### src/rtl/pipe_pkg.sv
// pipe_pkg: shared constants and per-stage tracking state for the pipeline hazard controller.
package pipe_pkg;

   localparam int DEF_NSTAGE     = 4;
   localparam int DEF_LOAD_STAGE = 3;
   // Stage state stores destinations at this fixed width so one typedef serves every REGW up to it.
   localparam int MAX_REGW       = 8;

   localparam logic [MAX_REGW-1:0] REG_ZERO = '0;

   typedef struct packed {
      logic                v;
      logic [MAX_REGW-1:0] dst;
      logic                we;
      logic                late;
   } stage_state_t;

endpackage

### src/rtl/pipe_fwd_lookup.sv
// pipe_fwd_lookup: priority scan of the downstream stages for one source operand,
// returning the forwarding stage or a hazard when the producer's result is not yet available.
module pipe_fwd_lookup
   import pipe_pkg::*;
#(
   parameter int NSTAGE     = DEF_NSTAGE,
   parameter int REGW       = 5,
   parameter int LOAD_STAGE = DEF_LOAD_STAGE,
   parameter int SELW       = $clog2(NSTAGE)
) (
   input  logic [REGW-1:0]                 i_src,
   input  logic                            i_used,
   input  logic [NSTAGE-2:0]               i_v,
   input  logic [NSTAGE-2:0]               i_we,
   input  logic [NSTAGE-2:0]               i_late,
   input  logic [(NSTAGE-1)*MAX_REGW-1:0]  i_dst,
   output logic [SELW-1:0]                 o_sel,
   output logic                            o_haz
);

   always_comb begin
      o_sel = '0;
      o_haz = 1'b0;
      // Oldest first so the youngest matching producer overwrites and wins.
      if (i_used && MAX_REGW'(i_src) != REG_ZERO)
         for (int s = NSTAGE - 1; s >= 1; s--)
            if (i_v[s-1] && i_we[s-1] && i_dst[(s-1)*MAX_REGW +: MAX_REGW] == MAX_REGW'(i_src)) begin
               o_haz = i_late[s-1] && (s < LOAD_STAGE);
               o_sel = o_haz ? '0 : SELW'(s);
            end
   end

endmodule

### src/rtl/pipe_hazard_ctrl.sv
// pipe_hazard_ctrl: tracks every stage downstream of decode and produces load enables,
// the decode stall, flush handling and per-source forwarding selects.
module pipe_hazard_ctrl
   import pipe_pkg::*;
#(
   parameter int NSTAGE     = DEF_NSTAGE,
   parameter int REGW       = 5,
   parameter int NSRC       = 2,
   parameter int LOAD_STAGE = DEF_LOAD_STAGE,
   parameter int SELW       = $clog2(NSTAGE)
) (
   input  logic                   clk,
   input  logic                   rst_n,
   input  logic                   i_id_valid,
   input  logic [NSRC*REGW-1:0]   i_id_src,
   input  logic [NSRC-1:0]        i_id_src_used,
   input  logic [REGW-1:0]        i_id_dst,
   input  logic                   i_id_dst_we,
   input  logic                   i_id_late,
   input  logic [NSTAGE-2:0]      i_stage_busy,
   input  logic                   i_flush,
   input  logic [SELW-1:0]        i_flush_upto,
   output logic                   o_id_accept,
   output logic                   o_stall,
   output logic [NSTAGE-2:0]      o_stage_load,
   output logic [NSTAGE-2:0]      o_stage_valid,
   output logic [NSRC*SELW-1:0]   o_fwd_sel
);

   localparam int NS = NSTAGE - 1;

   stage_state_t               r_st [1:NS];
   stage_state_t               w_in [1:NS];
   logic [NS:0]                w_rg;
   logic [NSTAGE:1]            w_allowin;
   logic [NS-1:0]              w_v, w_we, w_late;
   logic [NS*MAX_REGW-1:0]     w_dst;
   logic [NSRC-1:0]            w_haz;
   logic                       w_stall;
   logic                       w_active;

   assign w_allowin[NSTAGE] = 1'b1;
   assign w_stall           = i_id_valid & (|w_haz);
   assign w_rg[0]           = i_id_valid & ~w_stall;
   // An empty pipeline with nothing arriving has nothing to move, so no register loads.
   assign w_active          = i_id_valid | (|w_v);

   for (genvar s = 1; s <= NS; s++) begin : g_stg
      assign w_v[s-1]                        = r_st[s].v;
      assign w_we[s-1]                       = r_st[s].we;
      assign w_late[s-1]                     = r_st[s].late;
      assign w_dst[(s-1)*MAX_REGW +: MAX_REGW] = r_st[s].dst;
      assign w_rg[s]                         = ~i_stage_busy[s-1];
      assign w_allowin[s]                    = ~r_st[s].v | (w_rg[s] & w_allowin[s+1]);
   end

   assign o_stage_load  = w_allowin[NS:1] & {NS{w_active}};
   assign o_stage_valid = w_v;
   assign o_stall       = w_stall;
   assign o_id_accept   = w_rg[0] & w_allowin[1] & ~i_flush;

   always_comb begin
      w_in[1] = '{v: w_rg[0], dst: MAX_REGW'(i_id_dst), we: i_id_dst_we, late: i_id_late};
      // The stage just above the flush boundary takes a bubble instead of a killed instruction.
      for (int s = 2; s <= NS; s++) begin
         w_in[s]   = r_st[s-1];
         w_in[s].v = r_st[s-1].v & w_rg[s-1] & ~(i_flush && i_flush_upto == SELW'(s - 1));
      end
   end

   always_ff @(posedge clk) begin
      if (!rst_n)
         for (int s = 1; s <= NS; s++) r_st[s].v <= 1'b0;
      else
         for (int s = 1; s <= NS; s++)
            if (i_flush && i_flush_upto >= SELW'(s)) r_st[s].v <= 1'b0;
            else if (o_stage_load[s-1]) r_st[s] <= w_in[s];
   end

   for (genvar j = 0; j < NSRC; j++) begin : g_src
      pipe_fwd_lookup #(
         .NSTAGE     (NSTAGE),
         .REGW       (REGW),
         .LOAD_STAGE (LOAD_STAGE),
         .SELW       (SELW)
      ) u_lookup (
         .i_src  (i_id_src[j*REGW +: REGW]),
         .i_used (i_id_src_used[j]),
         .i_v    (w_v),
         .i_we   (w_we),
         .i_late (w_late),
         .i_dst  (w_dst),
         .o_sel  (o_fwd_sel[j*SELW +: SELW]),
         .o_haz  (w_haz[j])
      );
   end

endmodule

### config.mk
export PLATFORM = sky130hd
export DESIGN_NAME = pipe_hazard_ctrl
export DESIGN_NICKNAME = d
export VERILOG_FILES = /design/src/rtl/pipe_pkg.sv /design/src/rtl/pipe_fwd_lookup.sv /design/src/rtl/pipe_hazard_ctrl.sv
export SDC_FILE = /design/constraint.sdc
export NUM_CORES = 1
export LEC_CHECK = 0
export ABC_AREA = 1
export ABC_CLOCK_PERIOD_IN_PS = 4700
export BUFFER_PORTS_ARGS = -buffer_cell sky130_fd_sc_hd__buf_2
export CORE_MARGIN = 2
export CORE_UTILIZATION = 35
export CTS_BUF_LIST = sky130_fd_sc_hd__clkbuf_8
export DETAILED_ROUTE_END_ITERATION = 16
export PLACE_DENSITY = 0.55
export SLEW_MARGIN = 25
export SYNTH_ARGS = -nofsm -noshare
export SYNTH_HDL_FRONTEND = slang
export SYNTH_SLANG_ARGS = --single-unit
### constraint.sdc
create_clock -name clk -period 4.7 [get_ports clk]
set_clock_uncertainty 0.2 [all_clocks]
set_input_delay 0.47 -clock clk [delete_from_list [all_inputs] [get_ports clk]]
set_output_delay 0.47 -clock clk [all_outputs]
set_load 0.01 [all_outputs]
* After elaboration in Yosys (flattened, before gate mapping)
Memories as Yosys holds them, arrays and structs flattened.
Index checks and enable logic that the tools add are counted.
W data, S select, Z words.
** Operators by class
- Magnitude comparators :: 3
- Equality and inequality tests :: 8
- Multiplexer cells :: 44
- Bitwise gates (word level) :: 31
- Reduce and logical (&&, ||, !) cells :: 20
** Operators by type and width (count)
- $eq A8 B5 Y1 :: 6
- $mux W1 :: 35
- $mux W2 :: 9
- $logic_and A1 B1 Y1 :: 16
- $and A1 B1 Y1 :: 10
- $not A1 Y1 :: 10
- $or A1 B1 Y1 :: 10
- $reduce_bool A5 Y1 :: 2
- $ge A2 B2 Y1 const B :: 2
- $and A3 B3 Y3 :: 1
- $reduce_or A3 Y1 :: 1
- $eq A2 B1 Y1 const B :: 1
- $eq A2 B2 Y1 const B :: 1
- $ge A2 B1 Y1 const B :: 1
- $reduce_or A2 Y1 :: 1
** Storage, ports and cells
- Bits in registers :: 0
- Memory bits (writable) :: 33
- Output and inout port bits :: 12
- Logic and storage cells :: 107
- Memories kept :: 1
** Memory list
- r_st :: depth 3, width 11, read ports 3, clocked after memory_dff 0, wr ports 3, RTL line pipe_hazard_ctrl.sv:32 : stage_state_t r_st [1:NS];

* Logic depth before layout (Yosys ltp)
An unclocked memory read counts as a cell.
- Depth in word-level cells :: 13
- Gate-level depth with buffers :: 10
- Gate-level depth less buffers :: 10

* Modules after synthesis
Synthesis repeated with hierarchy kept, for this count alone.
** Unflattened totals
- Cells, all modules :: 264
- Area, all modules :: 1779.2 µm²
** By module, submodules not included
- pipe_hazard_ctrl :: instances 1, cells an instance 70, area each 948.4 µm², sequential area each 720.7 µm²
- pipe_fwd_lookup :: instances 2, cells an instance 97, area each 415.4 µm², sequential area each 0.0 µm²

* Worst setup path before layout
No wires, ideal clock.
- Path kind :: input-to-output
- Start :: input port i_id_src[8]
- End :: output port o_id_accept
- Arrival time :: 1.361 ns
- Setup slack :: 2.669 ns
- Stages :: 10
- Cells stage by stage :: buf_2 nand2_1 nand2_1 nor2_1 nand3_2 nor2_2 nor2_1 nand2_2 nand3_2 nor2_1
** On the way
- Cells in the longest elaborated chain, start to end :: 11
- Elaborated cells on any way between the ends :: 15
- Classes of those cells :: eq/ne (2); mux (3); bitwise (5); reduce/logical (5)
** RTL lines
- start: declaration :: RTL line pipe_hazard_ctrl.sv:15 : input logic [NSRC*REGW-1:0] i_id_src,
- $eq A8 B5 Y1 :: RTL line pipe_fwd_lookup.sv:27 : if (i_v[s-1] && i_we[s-1] && i_dst[(s-1)*MAX_REGW +: MAX_REGW] == MAX_REGW'(i_src)) begin
- $logic_and A1 B1 Y1 :: RTL line pipe_fwd_lookup.sv:27
- $mux W1 (2 in a row) :: RTL line pipe_fwd_lookup.sv:27
- $mux W1 (*) :: RTL line pipe_fwd_lookup.sv:25 : if (i_used && MAX_REGW'(i_src) != REG_ZERO)
- $reduce_or A2 Y1 (*) :: RTL line pipe_hazard_ctrl.sv:43 : assign w_stall = i_id_valid & (|w_haz);
- $and A1 B1 Y1 (*) :: RTL line pipe_hazard_ctrl.sv:43
- $not A1 Y1 (*) :: RTL line pipe_hazard_ctrl.sv:44 : assign w_rg[0] = i_id_valid & ~w_stall;
- $and A1 B1 Y1 (*) :: RTL line pipe_hazard_ctrl.sv:44
- $and A1 B1 Y1 (*) (2 in a row) :: RTL line pipe_hazard_ctrl.sv:60 : assign o_id_accept = w_rg[0] & w_allowin[1] & ~i_flush;
- end: declaration :: RTL line pipe_hazard_ctrl.sv:23 : output logic o_id_accept,
Every way passes the cells marked *; elsewhere a longest branch is shown, timed or not.

==> flow_summary.yaml <==
clock_network:
  post_cts_repair_setup_buffers: 0
  clock_insertion_delay_worst_skew_ps: 280
  ctsHoldBuffers: 0
  clock_sinks: 23
  root_buffer_cell: "clkbuf_8"
  tritoncts.num_buffers: 3
  max_h_tree_level: 1
  cts-resized-gates: 0
  cts.clk_slew.worst_paths_ps: 90
  cts_tree: "done"
  cts-root-to-sink-buffers: 2
synthesis:
  dominantRegCellSynth: "edfxtp_1"
  synth_edf_count: 23
  yosys.area.top_type_share_pct: 45.0
  yosysMostFrequentCell: "nand2_1"
  combinational_family_with_the_most_area_after_synthesis: "simple AND/OR/NAND/NOR gates"
  compound_gate_portion_of_the_synthesized_area_pct: 6.68
  yosys_register_bits: 23
  yosys.area_share.xor_xnor_pct: 3.99
  post_synth_num_cell_types: 27
  synth_simple_gate_area_share_pct: 35.5
  synth_mux_area_share_pct: 0
  seq_area_frac_synth_pct: 45.0
  post_synth_inst_count: 206
  synth-warning-count: 0
  ys_async_sr_fraction_pct: 0
  synth_fa_ha_area_share_pct: 0
  yosys-top-cells-count: "nand2_1, inv_1, nor2_1"
  post_synth.cell_area_avg_um2: 7.45
  netlist_area_um2: 1540
  yosys-top-cells-area: "edfxtp_1, nand2_1, inv_1, nor2_1, nand3_1"
  post-synth-top-area-cell: "edfxtp_1"
  mappedNetlistNets: 234
drt:
  finalWirelength_um: 3760
  drt_first_iter_violations: 147
  via_per_inst: 4.66
  route.vias.total: 1399
  detail_route.first_pass.iterations: 4
  final_antenna_net_count: 0
  route.detailed.drc: 0
  post_drt_wl_per_cell_um: 12.5
timing:
  unrepaired_setup_endpoints_after_global_routing: "false"
  max_clock_freq_mhz: 422
  fin_crit_ps: 2370
  tightestPinTransition_ps: 596
  layout_worst_path_cycle_share_pct: 50.4
  final_max_slew_viol_count: 0
  setup_tns_ps: 0
  finalSetupViolCount: 0
  finalHoldViolations: 0
  worst_slew_margin_rel_pct: 60.1
worst_hold_path:
  worst_hold_class: "in -> reg"
worst_setup_path:
  critPathMostFrequentCell: "nor2_1"
  crit_path_cell_trace: "inv_1 > nor2_1 > nor2_2 > nand3_2 > nor2_2 > nor2_1 > nand2_2 > nand3_2 > nor2_1 > buf_2"
  worst_path_dominant_cell_family: "simple AND/OR/NAND/NOR gates"
  cp.buffers_inverters: 2
  setup.worst_path.start_class: "flip-flop"
  critical_path_peak_fanout: 3
  cp.required_ps: 4030
  end_kind: "output port"
  critPathMaxStageDelay_ps: 430
  critPathArrivalTime_ps: 1700
  criticalPathCategory: "reg -> out"
  critical_path.slowest_cell: "edfxtp_1"
cells_and_area:
  largest_register_ff_count: 23
  layout.core_utilization_pct: 42.8
  post_route_insts_no_fill: 300
  final_layout_size_suffix_gt1_share_pct: 25.8
  largest_register: "r_st"
  area_delta_synth_final_pct: 19.6
  reg.largest.list: "r_st (23)"
  num-nets-final: 277
  antenna-diode-count: 0
power:
  finalPower_mw: 0.483
  power.share.combinational_pct: 19.9
  switching_power_mw: 0.144
  ir_worst_vdd_uv: 153
  internal-power_mw: 0.339
  clock_power_share_pct: 26.7
  pwr_density_cell_nw_per_um2: 263
  power.static_leakage_nw: 0.888
  sw_frac_of_total_pct: 29.8
  sequentialPowerShare_pct: 53.4
global_routing:
  antenna_found_initial: 0
  grt_pass1_wl_um: 6420
  maximum_number_of_pins_on_one_net_before_global_route_repair: 14
  first_global_vias: 1356
  groute.usage.overall_pct: 17.0
  globalRouteOverflowTotal: 0
die:
  fp_rows: 24
  die_span_in_x_um: 70.2
  core_region_area_um2: 4290
  i_o_pin_count: 40
  start_util_pct: 35.8
  die_h_um: 70.2
  dieArea_um2: 4930
job:
  max-cap-violations: 0
placed_design:
  post-place-cells: 296
  dp.final_hpwl_um: 3100
  gp_congestion: 0.916
  place.port_buffers: 39
run_status:
  status: "complete, no violations"
[final timing paths]
kind / from / to / slack [ps] / depth (start not counted)
setup / recovery: r_st[0][13] / o_id_accept / 2330 / 10
setup reg to reg: r_st[0][43] / r_st[0][22] / 2770 / 5
hold / removal: i_id_dst[0] / r_st[0][13] / 160 / 1
hold reg to reg: r_st[0][27] / r_st[0][38] / 280 / 0
[metrics by stage]
stage,cell area (um2),worst slack (ps),hold WS (ps)
floorplan,1540,2670,226
global placement,1790,2460,254
detailed placement,1790,2430,259
CTS,1840,2310,160
global route,1840,2110,158
finish,1840,2330,162
[layer usage]
layer  up-vias  GRT usage [%]  share of wire, %
met1       607           23.2                46
met2        39           26.6                47
li1        746              -                 -
met3         7           2.60               5.4
met5         -              0                 0
met4         0           7.48               2.1
[placed cells by master, fill, tap and decap left out]
master,Yosys,routed
xnor2_1,3,3
clkbuf_8,0,3
a21oi_1,7,7
nor4_1,3,3
inv_1,27,27
o21ai_1,3,3
or2_2,1,1
nor2_1,26,26
nor2_2,6,6
o2111ai_1,1,1
nor3b_1,1,1
o22ai_1,1,1
buf_2,1,39
nor2_4,1,1
a21boi_1,1,1
nor3_1,3,3
nand2_2,2,2
o211ai_1,1,1
nand2_1,63,63
nand3_2,3,3
edfxtp_1,23,23
o21ai_0,3,3
inv_2,8,8
xor2_1,4,4
nand3_1,9,9
nand3b_1,1,1
clkinv_2,0,1
nand4_1,3,3
a211oi_1,1,1
[worst reg2reg max path: cells and delay by family (launching register included)]
family	cells	cell delay [ps]
AND/OR/NAND/NOR	3	720
flip-flops	1	440
AO/OA/AOI/OAI	1	160
buffers and inverters	1	50
[layout make-up]
class / instances / area (um2)
well taps: 52 / 65.1
clock inverters: 1 / 5.00
repair buffers: 39 / 195
clock buffers: 3 / 41.3
multi-input cells: 147 / 708
fillers: 470 / 2460
inverters: 35 / 131
flip-flops and latches: 23 / 691
[logic make-up after synthesis]
kind of cell / after synthesis
AND/OR/NAND/NOR: 122
buffers and inverters: 36
flip-flops: 23
AO/OA/AOI/OAI: 18
XOR/XNOR: 7
[power by group through the flow]
stage,clock network [mW],logic [mW],registers (mW)
2_1_floorplan,0,0.0594,0.259
3_3_place_gp,0,0.0968,0.262
3_5_place_dp,0,0.0962,0.263
4_1_cts,0.132,0.0971,0.258
5_1_grt,0.137,0.111,0.260
6_report,0.129,0.0962,0.258
(Power assumes the default switching activity.)
